File: config.mk
export PLATFORM = sky130hd
export DESIGN_NAME = apb_master_ctrl
export DESIGN_NICKNAME = d
export VERILOG_FILES = /design/src/rtl/apb_master_ctrl.sv
export SDC_FILE = /design/constraint.sdc
export NUM_CORES = 1
export LEC_CHECK = 0
export BUFFER_PORTS_ARGS = -buffer_cell sky130_fd_sc_hd__buf_4
export CORE_AREA = 2 2 63 65
export DETAILED_ROUTE_END_ITERATION = 6
export DIE_AREA = 0 0 65 67
export MAX_ROUTING_LAYER = met4
export PLACE_DENSITY = 0.73
export RECOVER_POWER = 50
export SETUP_SLACK_MARGIN = 0.05
export SLEW_MARGIN = 5
export SYNTH_ARGS = -nofsm -noshare
export SYNTH_HDL_FRONTEND = slang
export SYNTH_SLANG_ARGS = --single-unit
File: constraint.sdc
create_clock -name pclk -period 1.7 [get_ports pclk]
set_input_delay 0.51 -clock pclk [delete_from_list [all_inputs] [get_ports pclk]]
set_output_delay 0.51 -clock pclk [all_outputs]
set_load 0.02 [all_outputs]
File: src/rtl/apb_master_ctrl.sv
// APB (v3) requester: one outstanding single-beat transfer, registered outputs,
// optional timeout abort when pready never arrives.
module apb_master_ctrl #(
    parameter int DATA_W  = 8,
    parameter int ADD_W   = 8,
    parameter int TIMEOUT = 16
) (
    input  logic              pclk,
    input  logic              preset,
    input  logic              cmd_valid,
    output logic              cmd_ready,
    input  logic              cmd_write,
    input  logic [ADD_W-1:0]  cmd_addr,
    input  logic [DATA_W-1:0] cmd_wdata,
    output logic              rsp_valid,
    output logic [DATA_W-1:0] rsp_rdata,
    output logic              rsp_err,
    output logic              psel,
    output logic              penable,
    output logic              pwrite,
    output logic [ADD_W-1:0]  paddr,
    output logic [DATA_W-1:0] pwdata,
    input  logic [DATA_W-1:0] prdata,
    input  logic              pready
);

    localparam int CNT_W = (TIMEOUT > 0) ? $clog2(TIMEOUT + 1) : 1;
    localparam logic [CNT_W-1:0] TO_C    = CNT_W'(TIMEOUT);
    localparam logic [CNT_W-1:0] CNT_MAX = {CNT_W{1'b1}};

    typedef enum logic [1:0] {
        IDLE   = 2'd0,
        SETUP  = 2'd1,
        ACCESS = 2'd2
    } state_t;

    state_t            state_q, state_d;
    logic              cmd_ready_q, cmd_ready_d;
    logic              psel_q, psel_d;
    logic              penable_q, penable_d;
    logic              pwrite_q, pwrite_d;
    logic [ADD_W-1:0]  paddr_q, paddr_d;
    logic [DATA_W-1:0] pwdata_q, pwdata_d;
    logic              rsp_valid_q, rsp_valid_d;
    logic [DATA_W-1:0] rsp_rdata_q, rsp_rdata_d;
    logic              rsp_err_q, rsp_err_d;
    logic [CNT_W-1:0]  cnt_q, cnt_d;
    logic [CNT_W-1:0]  cnt_inc;

    assign cnt_inc = cnt_q + 1'b1;

    always_ff @(posedge pclk or posedge preset) begin
        if (preset) begin
            state_q     <= IDLE;
            cmd_ready_q <= 1'b1;
            psel_q      <= 1'b0;
            penable_q   <= 1'b0;
            pwrite_q    <= 1'b0;
            paddr_q     <= '0;
            pwdata_q    <= '0;
            rsp_valid_q <= 1'b0;
            rsp_rdata_q <= '0;
            rsp_err_q   <= 1'b0;
            cnt_q       <= '0;
        end else begin
            state_q     <= state_d;
            cmd_ready_q <= cmd_ready_d;
            psel_q      <= psel_d;
            penable_q   <= penable_d;
            pwrite_q    <= pwrite_d;
            paddr_q     <= paddr_d;
            pwdata_q    <= pwdata_d;
            rsp_valid_q <= rsp_valid_d;
            rsp_rdata_q <= rsp_rdata_d;
            rsp_err_q   <= rsp_err_d;
            cnt_q       <= cnt_d;
        end
    end

    always_comb begin
        state_d     = state_q;
        cmd_ready_d = cmd_ready_q;
        psel_d      = psel_q;
        penable_d   = penable_q;
        pwrite_d    = pwrite_q;
        paddr_d     = paddr_q;
        pwdata_d    = pwdata_q;
        rsp_valid_d = 1'b0;
        rsp_rdata_d = rsp_rdata_q;
        rsp_err_d   = rsp_err_q;
        cnt_d       = cnt_q;

        case (state_q)
            IDLE: begin
                cmd_ready_d = 1'b1;
                psel_d      = 1'b0;
                penable_d   = 1'b0;
                if (cmd_valid && cmd_ready_q) begin
                    state_d     = SETUP;
                    cmd_ready_d = 1'b0;
                    psel_d      = 1'b1;
                    pwrite_d    = cmd_write;
                    paddr_d     = cmd_addr;
                    pwdata_d    = cmd_wdata;
                    cnt_d       = '0;
                end
            end
            SETUP: begin
                state_d   = ACCESS;
                penable_d = 1'b1;
            end
            ACCESS: begin
                if (pready) begin
                    state_d     = IDLE;
                    cmd_ready_d = 1'b1;
                    psel_d      = 1'b0;
                    penable_d   = 1'b0;
                    rsp_valid_d = 1'b1;
                    rsp_err_d   = 1'b0;
                    rsp_rdata_d = pwrite_q ? '0 : prdata;
                end else begin
                    // Saturate so TIMEOUT=0 (never abort) cannot wrap the counter.
                    if (cnt_q != CNT_MAX) begin
                        cnt_d = cnt_inc;
                    end
                    if ((TIMEOUT != 0) && (cnt_inc == TO_C)) begin
                        state_d     = IDLE;
                        cmd_ready_d = 1'b1;
                        psel_d      = 1'b0;
                        penable_d   = 1'b0;
                        rsp_valid_d = 1'b1;
                        rsp_err_d   = 1'b1;
                        rsp_rdata_d = '0;
                    end
                end
            end
            default: begin
                state_d = IDLE;
            end
        endcase
    end

    assign cmd_ready = cmd_ready_q;
    assign psel      = psel_q;
    assign penable   = penable_q;
    assign pwrite    = pwrite_q;
    assign paddr     = paddr_q;
    assign pwdata    = pwdata_q;
    assign rsp_valid = rsp_valid_q;
    assign rsp_rdata = rsp_rdata_q;
    assign rsp_err   = rsp_err_q;

endmodule

; ---- Yosys cells after proc, flatten, opt, wreduce, memory -nomap -nowiden
; Index checks and enable logic that the tools add are counted.
[classes]
mux = 24
reduce_logical = 11
n_eq_ne = 8
addsub = 1
[op_table]
columns = op, n
row1 = $mux 8, 3
row2 = $mux 5, 3
row3 = $mux 1, 10
row4 = $pmux 5 s2, 1
row5 = $reduce_and 2->1, 5
row6 = $mux 2, 3
row7 = $ne 2x2->1 const B, 3
row8 = $pmux 2 s3, 1
row9 = $add 5x1->5 const B, 1
row10 = $eq 5x5->1 const B, 1
row11 = $ne 5x5->1 const B, 1
row12 = $pmux 1 s2, 2
row13 = $reduce_and 4->1, 1
row14 = $reduce_bool 2->1, 2
row15 = $ne 3x3->1 const B, 1
row16 = $pmux 1 s3, 1
row17 = $reduce_bool 3->1, 1
row18 = $eq 2x1->1 const B, 1
row19 = $eq 2x2->1 const B, 1
row20 = $logic_not 2->1, 1
row21 = $logic_and 1x1->1, 1
[totals]
output_inout_bits = 30
reg_bits = 37
in_bits = 29
word_cells = 55

; ---- Longest topological paths before layout
; Gate-level depths: netlist of the first run.
[logic_depth]
depth_word = 5
mapped_depth = 6

; ---- Worst setup path after synthesis of the first run
; Ideal clock, no wire load.
[synth_path]
path_type = register to register
from = register cnt_q[0]
to = register rsp_rdata_q[0] (netlist: rsp_rdata[0])
setup_ns = 0.137
t_arrival_ns = 1.724
stages_incl_launch_ff = 7
path_slack_ns = -0.161
n_path_buf = 0
path_cell_list = dfrtp_1 -> ha_1 -> and3_1 -> ha_1 -> nand3_1 -> nor4_4 -> o2bb2ai_1
[synth_between]
elab_chain_cells = 4
[synth_lines]
columns = element, line_no
row1 = start: declaration, 47  ; logic [CNT_W-1:0] cnt_q, cnt_d;
row2 = start signal: assignment, 76  ; cnt_q <= cnt_d;
row3 = $add 5x1->5, 50  ; assign cnt_inc = cnt_q + 1'b1;
row4 = $eq 5x5->1, 126  ; if ((TIMEOUT != 0) && (cnt_inc == TO_C)) begin
row5 = $reduce_bool 2->1 (no source line), --
row6 = $reduce_and 2->1 (no source line), --
row7 = end signal: assignment, 74  ; rsp_rdata_q <= rsp_rdata_d;
row8 = end: declaration, 45  ; logic [DATA_W-1:0] rsp_rdata_q, rsp_rdata_d;
; Every way passes these cells.
; A chain may end at the register's enable or synchronous reset.

; ---- Worst setup path in the final report of the first run
[layout_path]
from = register cnt_q[1]
to = register rsp_rdata_q[2] (netlist: rsp_rdata[2])
; Same word-level chain as after synthesis.

==> results of run 1 <==
-- cells in the final DEF, fill, tap and decap left out, types with 4 or more instances in the layout --
cell type and n:
sky130_fd_sc_hd__buf_4 59, sky130_fd_sc_hd__dfrtp_1 36, sky130_fd_sc_hd__mux2_2 17, sky130_fd_sc_hd__nand2_1 10
sky130_fd_sc_hd__clkbuf_1 9, sky130_fd_sc_hd__o2bb2ai_1 6, sky130_fd_sc_hd__clkbuf_8 6, sky130_fd_sc_hd__inv_1 4
sky130_fd_sc_hd__a22o_1 4
-- per-layer routing --
layer  global-route usage  routed length [µm]  vias up  part of all wire
li1                     -                   -      551                 -
met3               0.0541                 208        2             0.063
met5                    -                   0        -                 0
met1                0.187                1340      574              0.40
met4               0.0479                   8        0            0.0024
met2                0.289                1770       45              0.53
-- flip-flops by register name (all words and copies together), names as in the netlist --
signal,cells
rsp_err,1
paddr,8
rsp_rdata,8
state_q,2
rsp_valid,1
cmd_ready,1
cnt_q,5
psel,1
penable,1
pwdata,8
pwrite,1
-- kinds of logic (layout without fill, tap and decap cells) --
family | after synthesis | after routing | share of synthesized area
DFF | 37 | 37 | 0.602
and+or+nand+nor | 25 | 25 | 0.108
xor gates and xnor gates | 1 | 1 | 0.00569
adders and majority gates | 2 | 2 | 0.0162
muxes | 18 | 18 | 0.132
AOI/OAI and AO/OA | 23 | 23 | 0.112
buffers and inverters | 6 | 80 | 0.0244
-- worst register-to-register path: cells and delay by family, from the launching register on --
kind,cells,cell delay (ps)
buffers and inverters,1,190
DFF,1,380
adders and majority gates,2,470
and+or+nand+nor,3,460
AOI/OAI and AO/OA,1,80
-- what timing repair did --
action,in CTS,in global routing
setup endpoints to repair,18,18
gates cloned,1,0
buffers inserted,0,1
pin swaps,6,5
gates resized for setup,4,4
-- power by group --
part           switching, µW  total [µW]  internal (µW)
logic                    839        1620            781
clock network            278         599            321
registers                229        1470           1240
total                   1350        3690           2340
-- stage by stage --
step | area, µm² | total power, µW | hold WS [ps]
2_1_floorplan | 1570 | 2440 | 530
3_3_place_gp | 2110 | 3090 | 479
3_5_place_dp | 2110 | 3160 | 489
4_1_cts | 2220 | 3780 | 184
5_1_grt | 2210 | 3920 | 193
6_report | 2210 | 3690 | 186
-- cell type report --
cell class,instances,area (µm²),area share
sequential,37,927,0.419
multi-input combinational,69,641,0.289
timing repair buffer,69,485,0.219
clock buffer,7,86.3,0.0390
tap,48,60.1,0.0271
inverter,4,15.0,0.00678
-- worst paths after layout --
path / start / end / slack (ps)
min reg2reg: rsp_err / rsp_err / 500
max reg2reg: cnt_q[1] / rsp_rdata[2] / 3
min in group pclk: prdata[1] / rsp_rdata[1] / 440
max in group asynchronous: preset / pwrite / 420
max: cnt_q[1] / rsp_rdata[2] / 3
min: preset / cnt_q[0] / 190
==> parameters.txt, run 1 <==
Parameter                              Value

Pwr
  Cell Pwr Density ... about 1700 mW/mm²
  Worst supply voltage drop on vdd ... between 0.8 and 0.9 mV
  Leakage dissipation ... 0.00103 µW

Timing
  Share of the cycle needed by the critical path after routing ... 0.998
  RSZ-0062 raised after global routing ... yes
  Setup ws final ... 2.76 ps
  Layout Skew ... 2.37 ps
  Aggregate negative setup slack ... 0 ps
  Post-layout minimum cycle time ... 1700 ps
  Hold Fails Final Rpt ... 0
  Transition time at the pin with the least slew margin ... 869 ps
  Number of failing setup endpoints in the final timing report ... 0
  Max Transition Viols Final ... 0
  Normalized max-slew margin ... 0.421
  Highest achievable clock rate ... 589 MHz

Setup path
  Required time of the critical path ... 1860 ps
  Data arrival time of the critical path ... 1860 ps
  Length in cells of the worst reg-to-reg path ... 7
  Peak per-stage delay on the critical path ... 380 ps
  Slowest cell on the critical path ... sky130_fd_sc_hd__dfrtp_1
  Worst Setup Start Kind ... flop
  Worst Path Buf+Inv ... 1
  Critical Path End Type ... flop
  Largest fanout on the critical path ... 5
  Critical setup path kind ... reg -> reg
  Crit. path cell count ... 7
  Largest delay contributor family on the critical path ... adder cells
  Critical Path, Cell by Cell ... ha_2, and3_4, ha_4, nand3_4, nor4_4, buf_4, o2bb2ai_1

Placed design
  HPWL after DPL ... 2.53 mm
  Instance count after placement with tap cells included ... 225
  Worst setup timing slack at the placement stage ... -55.8 ps
  GPL Wtd Cong ... 0.784
  Input/output buffers ... 58

Clock tree
  Worst skew pair latency ... 280 ps
  Clock slew at the register clock pins of the worst setup and hold paths ... 70 ps
  Sinks on the clock net ... 37
  Number of hold-repair buffers added at the cts stage ... 0
  Buffers from clock root to sink, at most ... 2
  Clock root buffer master ... sky130_fd_sc_hd__clkbuf_8
  TritonCTS clock tree ... yes
  Number of buffers added by the clock tree synthesis step ... 5
  Depth of the CTS H-tree ... 2

Logic synthesis
  Mean Syn Cell Area ... 13.8 µm²
  Most frequently used flop master after synthesis ... sky130_fd_sc_hd__dfrtp_1
  Area leader, netlist ... sky130_fd_sc_hd__dfrtp_1
  Leading cell type by number of instances after synthesis ... sky130_fd_sc_hd__dfrtp_1
  Top area cells in the synthesized netlist ... sky130_fd_sc_hd__dfrtp_1, sky130_fd_sc_hd__mux2_2, sky130_fd_sc_hd__o2bb2ai_1
  Post-synthesis cell area ... about 0.0015 mm²
  Yosys warning total ... 0
  Yosys top cell area share ... 0.585
  Sequential area share after synthesis ... 0.602
  Commonest cells in the netlist ... sky130_fd_sc_hd__dfrtp_1, sky130_fd_sc_hd__mux2_2, sky130_fd_sc_hd__nand2_1, sky130_fd_sc_hd__o2bb2ai_1
  Yosys cell types ... 29
  Proportion of synthesized flip-flops having asynchronous set or reset ... 1.00
  Cell count after synthesis ... 112
  Syn_nets ... ~140
  Yosys reg bits ... 37
  Number of flops mapped to enable cells by yosys ... 0

Floorplanning
  Horiz. Die Dim ... 65 µm
  Die H ... 67 µm
  Count of standard-cell rows ... 22
  Core area ... 0.00361 mm²
  Starting utilization of the core area ... 0.427
  Total I/O pin count ... slightly below 60
  Full die area ... 0.00436 mm²

Drt
  DR vias ... 1172
  Initial DRC count ... 40
  DR WL/cell ... around 14 µm
  Antenna violation net count after detailed routing ... 0
  Number of iterations in the first detailed-routing pass ... 4
  DRC violation count after routing ... 0
  Wirelength, routed ... 3.32 mm
  Mean number of vias per cell ... 5.01

Final layout
  Post-layout utilization of the core ... 0.614
  Total inserted antenna cells ... 0
  Area growth from synthesis to final layout ... 43.8%
  Post-route insts no fill ... around 230
  Number of nets in the finished design ... roughly 220
  Share of post-route cells with drive strength above 1 ... 0.527
  Count of filler cells inserted in the layout ... 309

Global routing
  GRT Util Overall ... 0.167
  Via count of the first global-routing pass ... 1172
  Global-route congestion overflow total ... 0
  Initial antenna violation count ... 0
  Maximum number of pins on one net before global-route repair ... 18
  Wire length of the first global-routing pass ... 5.33 mm

Job
  Number of max-cap violations ... 0

Run status
  Status ... complete, no violations

Min path
  Classification of the worst-slack hold path ... in -> async
Note: power is estimated with default switching activity, not from simulation.
==> run 2: changes to the inputs <==
PLACE_DENSITY = 0.77   (was 0.73)
==> run 2 against run 1 <==
Via count is 1.2% lower. Sequential power about the same. Sequential share of layout area decreased by 0.61 points. Total power rose by 1.1%. Register-to-register slack barely moved. Setup slack improved by 7.2 ps. Count of clock-buffer cells in the layout is 1 lower. Clock skew grew 4.4 ps. Maximum frequency is 0.42% higher. Routed wire length rose by 1.3%. Global-route usage rose by 0.78 points. Flip-flop and latch count unchanged. Critical path type unchanged. Largest power group unchanged.
==> parameters.txt, run 2 (synthesis results as in run 1) <==
Parameter                              Value

Global routing
  GRT Util Overall ... 0.175 (was 0.167)
  Met3 capacity usage during global routing ... 0.0456 (was 0.0541)
  Via count of the first global-routing pass ... 1250 (was 1172)
  Global Route met1 Usage ... 0.200 (was 0.187)
  Met2 usage ... 0.295 (was 0.289)
  Wire length of the first global-routing pass ... 5.60 mm (was 5.33 mm)
  Maximum number of pins on one net before global-route repair ... 38 (was 18)
  Global-route congestion overflow total ... 0 (unchanged)
  Initial antenna violation count ... 0 (unchanged)
  Most congested layer reported by global routing ... met2 (unchanged)

Placed design
  HPWL after DPL ... 2.46 mm (was 2.53 mm)
  Input/output buffers ... 58 (unchanged)
  GPL Wtd Cong ... 0.697 (was 0.784)

Final layout
  Most frequent cells in the layout ... sky130_fd_sc_hd__buf_4, sky130_fd_sc_hd__dfrtp_1, sky130_fd_sc_hd__mux2_2 (unchanged)
  Area growth from synthesis to final layout ... 45.9% (was 43.8%)
  Post-layout utilization of the core ... 0.623 (was 0.614)
  Total inserted antenna cells ... 0 (unchanged)
  Share of post-route cells with drive strength above 1 ... 0.551 (was 0.527)
  Leading cell type in the layout, fill and taps excluded ... sky130_fd_sc_hd__buf_4 (unchanged)
  Number of nets in the finished design ... 215 (was 217)
  Count of filler cells inserted in the layout ... 305 (was 309)

Setup path
  Largest fanout on the critical path ... 4 (was 5)
  Data arrival time of the critical path ... 1860 ps (about the same)
  Worst Setup Start Kind ... flop (unchanged)
  Slowest cell on the critical path ... sky130_fd_sc_hd__dfrtp_1 (unchanged)
  Critical Path End Type ... flop (unchanged)
  Critical setup path kind ... reg -> reg (unchanged)
  Critical Path, Cell by Cell ... ha_2, and3_4, ha_4, nor4b_4, nor2_2, mux2_4 (was ha_2, and3_4, ha_4, nand3_4, nor4_4, buf_4, o2bb2ai_1)
  Required time of the critical path ... 1860 ps (about the same)
  Critical register-to-register path startpoint ... cnt_q[1] (unchanged)
  Worst Path Buf+Inv ... 0 (was 1)
  Worst-case register-to-register setup slack ... 10 ps (was 3 ps)
  Launching instance or port of the critical path ... cnt_q[1] (unchanged)
  Largest delay contributor family on the critical path ... simple AND/OR/NAND/NOR gates (was adder cells)
  Peak per-stage delay on the critical path ... 390 ps (was 380 ps)

Job
  Number of max-cap violations ... 0 (unchanged)

Drt
  DR vias ... 1158 (was 1172)
  DRC violation count after routing ... 0 (unchanged)
  Wirelength, routed ... 3.36 mm (was 3.32 mm)
  Antenna violation net count after detailed routing ... 0 (unchanged)
  Initial DRC count ... 51 (was 40)
  Number of iterations in the first detailed-routing pass ... 4 (unchanged)
  Mean number of vias per cell ... 4.97 (was 5.01)
  DR WL/cell ... 14.4 µm (was 14.2 µm)

Min path
  Hold path startpoint ... prdata[4]
  Classification of the worst-slack hold path ... in -> reg (was in -> async)

Floorplanning
  Full die area ... 0.00436 mm² (unchanged)
  Total I/O pin count ... 59 (unchanged)
  Die H ... 67 µm (unchanged)
  Count of standard-cell rows ... 22 (unchanged)
  Starting utilization of the core area ... 0.427 (unchanged)
  Core area ... 0.00361 mm² (unchanged)
  Horiz. Die Dim ... 65 µm (unchanged)

Clock tree
  Clock slew at the register clock pins of the worst setup and hold paths ... 70 ps (about the same)
  Clock root buffer master ... sky130_fd_sc_hd__clkbuf_8 (unchanged)
  Buffers from clock root to sink, at most ... 2 (unchanged)
  TritonCTS clock tree ... yes (unchanged)
  Number of buffers added by the clock tree synthesis step ... 5 (unchanged)
  Depth of the CTS H-tree ... 2 (unchanged)
  Sinks on the clock net ... 37 (unchanged)
  Worst skew pair latency ... 280 ps (about the same)

Timing
  Post-layout minimum cycle time ... 1690 ps (was 1700 ps)
  Share of the cycle needed by the critical path after routing ... 0.994 (was 0.998)
  Layout Skew ... 6.77 ps (was 2.37 ps)
  Hold Fails Final Rpt ... 0 (unchanged)
  Aggregate negative setup slack ... 0 ps (unchanged)
  Max Transition Viols Final ... 0 (unchanged)
  RSZ-0062 raised after global routing ... yes (unchanged)
  Transition time at the pin with the least slew margin ... 874 ps (was 869 ps)
  Highest achievable clock rate ... 592 MHz (was 589 MHz)
  Normalized max-slew margin ... 0.417 (was 0.421)
  Number of failing setup endpoints in the final timing report ... 0 (unchanged)

Pwr
  Cell Pwr Density ... 1660 mW/mm² (about the same)
  Worst supply voltage drop on vdd ... 0.859 mV (was 0.823 mV)
  Leakage dissipation ... 0.00104 µW (was 0.00103 µW)

Run status
  Status ... complete, no violations (unchanged)
-- run 2: repair_timing --
action / CTS / global route
pin swaps: 4 / 5
endpoints found under the setup margin: 18 / 18
gates resized for setup: 11 / 1
hold buffers: 0 / 0
buffers inserted: 1 / 0
-- run 2: worst paths after layout --
path	endpoint	cells after the start
setup / recovery	cnt_q[0]	6
min in group asynchronous	cnt_q[4]	3
hold / removal	rsp_rdata[4]	2
max in group asynchronous	paddr[2]	3
setup reg to reg	cnt_q[0]	6
hold reg to reg	rsp_err	1
-- run 2: power by group --
group          switching [µW]  leakage, µW  internal (µW)  total, µW
logic                     859     0.000534            812       1670
clock network             300    0.0000450            284        584
registers                 234     0.000462           1240       1470
total                    1390      0.00104           2330       3730
-- run 2: metrics by stage --
stage               hold slack (ps)  setup WS [ps]  cells  total power, µW  instance area [µm²]
floorplan                       530          -91.9    112             2440                 1570
global placement                480           5.57    224             3110                 2120
detailed placement              490          -72.1    224             3190                 2120
CTS                             350           7.45    233             3820                 2270
global route                    417          -81.7    233             3950                 2250
finish                          432           9.95    233             3730                 2250
-- run 2: routing by layer --
metal  share of wire  routed length, µm
met4           0.016                 55
met5               0                  0
met1            0.41               1380
met3           0.060                202
met2            0.51               1730
-- run 2: cell type report --
| class | instances | area [µm²] | area share |
|---|---|---|---|
| flip-flops and latches | 37 | 927 | 0.413 |
| clock inverters | 2 | 10.0 | 0.00445 |
| multi-input cells | 69 | 668 | 0.297 |
| clock buffers | 6 | 72.6 | 0.0323 |
| well taps | 48 | 60.1 | 0.0267 |
| inverters | 4 | 15.0 | 0.00668 |
| repair buffers | 67 | 494 | 0.220 |
==> run 3: changes to the inputs <==
--- a/config.mk
+++ b/config.mk
@@ -15,2 +15,3 @@
 export SETUP_SLACK_MARGIN = 0.05
+export SKIP_CTS_REPAIR_TIMING = 1
 export SLEW_MARGIN = 5
==> constraint.sdc (replaced) <==
create_clock -name pclk -period 1.7 [get_ports pclk]
set_input_delay 0.34 -clock pclk [delete_from_list [all_inputs] [get_ports pclk]]
set_output_delay 0.34 -clock pclk [all_outputs]
set_load 0.02 [all_outputs]
==> run 3 against run 2 <==
Setup slack improved by 20 ps. Maximum frequency rose by 1.2%. Non-clock buffer count is 1 higher. Global-route usage decreased by 0.33 points. Clock power is 3% higher. First-iteration DRC count is 3.9% lower. Sequential share of layout area rose by 0.54 points. Sequential power about the same. Critical endpoint is now rsp_rdata[2]. Clock skew fell by 3.9 ps. Utilization is 0.80 points lower.
==> parameters.txt, run 3 (synthesis results as in run 1) <==
Parameter                              Value

Run status
  Status ... complete, no violations (unchanged)

Final layout
  Post-layout utilization of the core ... 0.615 (was 0.623)
  Post-route insts no fill ... 233 (unchanged)
  Share of post-route cells with drive strength above 1 ... 0.519 (was 0.551)
  Final design instance area without fill ... 0.00222 mm² (was 0.00225 mm²)
  Area growth from synthesis to final layout ... 44.0% (was 45.9%)
  Most frequent cells in the layout ... sky130_fd_sc_hd__buf_4, sky130_fd_sc_hd__dfrtp_1, sky130_fd_sc_hd__mux2_2 (unchanged)
  Number of nets in the finished design ... 216 (was 215)
  Leading cell type in the layout, fill and taps excluded ... sky130_fd_sc_hd__buf_4 (unchanged)
  Count of filler cells inserted in the layout ... 319 (was 305)
  Total inserted antenna cells ... 0 (unchanged)

Pwr
  Tot Pwr ... 3680 µW (was 3730 µW)
  Cell Pwr Density ... 1660 mW/mm² (about the same)
  Worst supply voltage drop on vdd ... 0.832 mV (was 0.859 mV)
  Power spent charging and discharging nets ... 1340 µW (was 1390 µW)
  Pint ... 2330 µW (about the same)
  Proportion of power drawn by the clock network ... 0.163 (was 0.157)
  Comb pwr share ... 0.441 (was 0.449)
  Sw frac ... 0.365 (was 0.374)
  Proportion of power drawn by flip-flops and latches ... 0.396 (was 0.395)
  Leakage dissipation ... 0.00103 µW (was 0.00104 µW)

Setup path
  Critical Path End Type ... flop (unchanged)
  Data arrival time of the critical path ... 1830 ps (was 1860 ps)
  Critical register-to-register path startpoint ... cnt_q[1] (unchanged)
  Required time of the critical path ... 1860 ps (about the same)
  Largest fanout on the critical path ... 9 (was 4)
  Critical setup path kind ... reg -> reg (unchanged)
  Worst Setup Start Kind ... flop (unchanged)
  Launching instance or port of the critical path ... cnt_q[1] (unchanged)

Drt
  Number of iterations in the first detailed-routing pass ... 4 (unchanged)
  Wirelength, routed ... 3.28 mm (was 3.36 mm)
  Initial DRC count ... 49 (was 51)
  Antenna violation net count after detailed routing ... 0 (unchanged)
  DR vias ... 1146 (was 1158)
  DRC violation count after routing ... 0 (unchanged)
  DR WL/cell ... 14.1 µm (was 14.4 µm)
  Mean number of vias per cell ... 4.92 (was 4.97)

Placed design
  GPL Wtd Cong ... 0.707 (was 0.697)
  Input/output buffers ... 58 (unchanged)
  Instance count after placement with tap cells included ... 224 (unchanged)
  HPWL after DPL ... 2.46 mm (about the same)
  Area after detailed placement ... 0.00212 mm² (unchanged)

Timing
  Transition time at the pin with the least slew margin ... 883 ps (was 874 ps)
  Layout Skew ... 2.85 ps (was 6.77 ps)
  Max Transition Viols Final ... 0 (unchanged)
  Highest achievable clock rate ... 599 MHz (was 592 MHz)
  Share of the cycle needed by the critical path after routing ... 0.982 (was 0.994)
  Number of failing setup endpoints in the final timing report ... 0 (unchanged)
  RSZ-0062 raised after global routing ... yes (unchanged)
  Normalized max-slew margin ... 0.411 (was 0.417)
  Post-layout minimum cycle time ... 1670 ps (was 1690 ps)
  Aggregate negative setup slack ... 0 ps (unchanged)
  Hold Fails Final Rpt ... 0 (unchanged)

Floorplanning
  Total I/O pin count ... 59 (unchanged)
  Starting utilization of the core area ... 0.427 (unchanged)
  Die H ... 67 µm (unchanged)
  Count of standard-cell rows ... 22 (unchanged)
  Full die area ... 0.00436 mm² (unchanged)
  Core area ... 0.00361 mm² (unchanged)
  Horiz. Die Dim ... 65 µm (unchanged)

Clock tree
  Buffers from clock root to sink, at most ... 2 (unchanged)
  Sinks on the clock net ... 37 (unchanged)
  Clock slew at the register clock pins of the worst setup and hold paths ... 70 ps (about the same)
  Depth of the CTS H-tree ... 2 (unchanged)
  Number of buffers added by the clock tree synthesis step ... 5 (unchanged)
  TritonCTS clock tree ... yes (unchanged)
  Clock root buffer master ... sky130_fd_sc_hd__clkbuf_8 (unchanged)
  Worst skew pair latency ... 280 ps (about the same)

Global routing
  GRT Util Overall ... 0.172 (was 0.175)
  Maximum number of pins on one net before global-route repair ... 38 (unchanged)
  Global-route congestion overflow total ... 0 (unchanged)
  Initial antenna violation count ... 0 (unchanged)
  Wire length of the first global-routing pass ... 5.31 mm (was 5.60 mm)
  Via count of the first global-routing pass ... 1174 (was 1250)

Min path
  Classification of the worst-slack hold path ... in -> reg (unchanged)
  Hold path startpoint ... prdata[4] (unchanged)

Job
  Number of max-cap violations ... 0 (unchanged)
run 3: cell types whose count changed in the layout (fill, tap and decap cells not counted):
| cell | before | now |
|---|---|---|
| sky130_fd_sc_hd__o2bb2ai_1 | 4 | 8 |
| sky130_fd_sc_hd__o2bb2ai_2 | 3 | 0 |
| sky130_fd_sc_hd__clkbuf_1 | 7 | 9 |
| sky130_fd_sc_hd__clkinv_2 | 2 | 0 |
| sky130_fd_sc_hd__buf_4 | 57 | 56 |
| sky130_fd_sc_hd__clkbuf_8 | 5 | 6 |
| sky130_fd_sc_hd__nor2b_2 | 1 | 0 |
| sky130_fd_sc_hd__nor2b_4 | 0 | 1 |
| sky130_fd_sc_hd__o2bb2ai_4 | 1 | 0 |
run 3: area by class of cell:
| class | instances | area [µm²] | area share |
|---|---|---|---|
| Sequential cell | 37 | 927 | 0.418 |
| Multi-Input combinational cell | 69 | 636 | 0.287 |
| Timing Repair Buffer | 68 | 494 | 0.223 |
| Clock buffer | 7 | 86.3 | 0.0389 |
| Tap cell | 48 | 60.1 | 0.0271 |
| Inverter | 4 | 15.0 | 0.00677 |
run 3: power by group through the flow:
stage               registers (µW)  logic, µW  clock network [µW]
floorplan                     1840        592                   0
global placement              1460       1650                   0
detailed placement            1480       1700                   0
CTS                           1470       1700                 629
global route                  1510       1730                 672
finish                        1460       1620                 600
run 3: metrics by stage:
| stage | setup WS (ps) | hold slack (ps) |
|---|---|---|
| final | 30.4 | 270 |
| after global routing | -41.8 | 255 |
| after CTS | -139 | 174 |
| after detailed placement | -125 | 481 |
| after global placement | 2.62 | 468 |
| after floorplan | -91.9 | 464 |
run 3: critical path, cell delays in order, from the launching register on:
cell and delay [ps]:
sky130_fd_sc_hd__dfrtp_1 390, sky130_fd_sc_hd__ha_2 190, sky130_fd_sc_hd__and3_4 180, sky130_fd_sc_hd__ha_4 280, sky130_fd_sc_hd__nand3_4 100, sky130_fd_sc_hd__nor4_4 170, sky130_fd_sc_hd__buf_6 170, sky130_fd_sc_hd__o2bb2ai_1 80
run 3: final timing paths:
| path | to | slack [ps] | depth (start not counted) |
|---|---|---|---|
| min in group asynchronous | cnt_q[0] | 330 | 3 |
| setup reg to reg | rsp_rdata[2] | 30 | 7 |
| max in group asynchronous | paddr[7] | 830 | 3 |
| setup / recovery | rsp_rdata[2] | 30 | 7 |
| hold / removal | rsp_rdata[4] | 270 | 2 |
| hold reg to reg | rsp_err | 490 | 1 |
run 3: routing by layer:
layer | global-route usage | part of all wire | vias up
met1 | 0.178 | 0.41 | 549
li1 | - | - | 554
met3 | 0.0456 | 0.045 | 4
met5 | - | 0 | -
met2 | 0.302 | 0.53 | 39
met4 | 0.0878 | 0.019 | 0
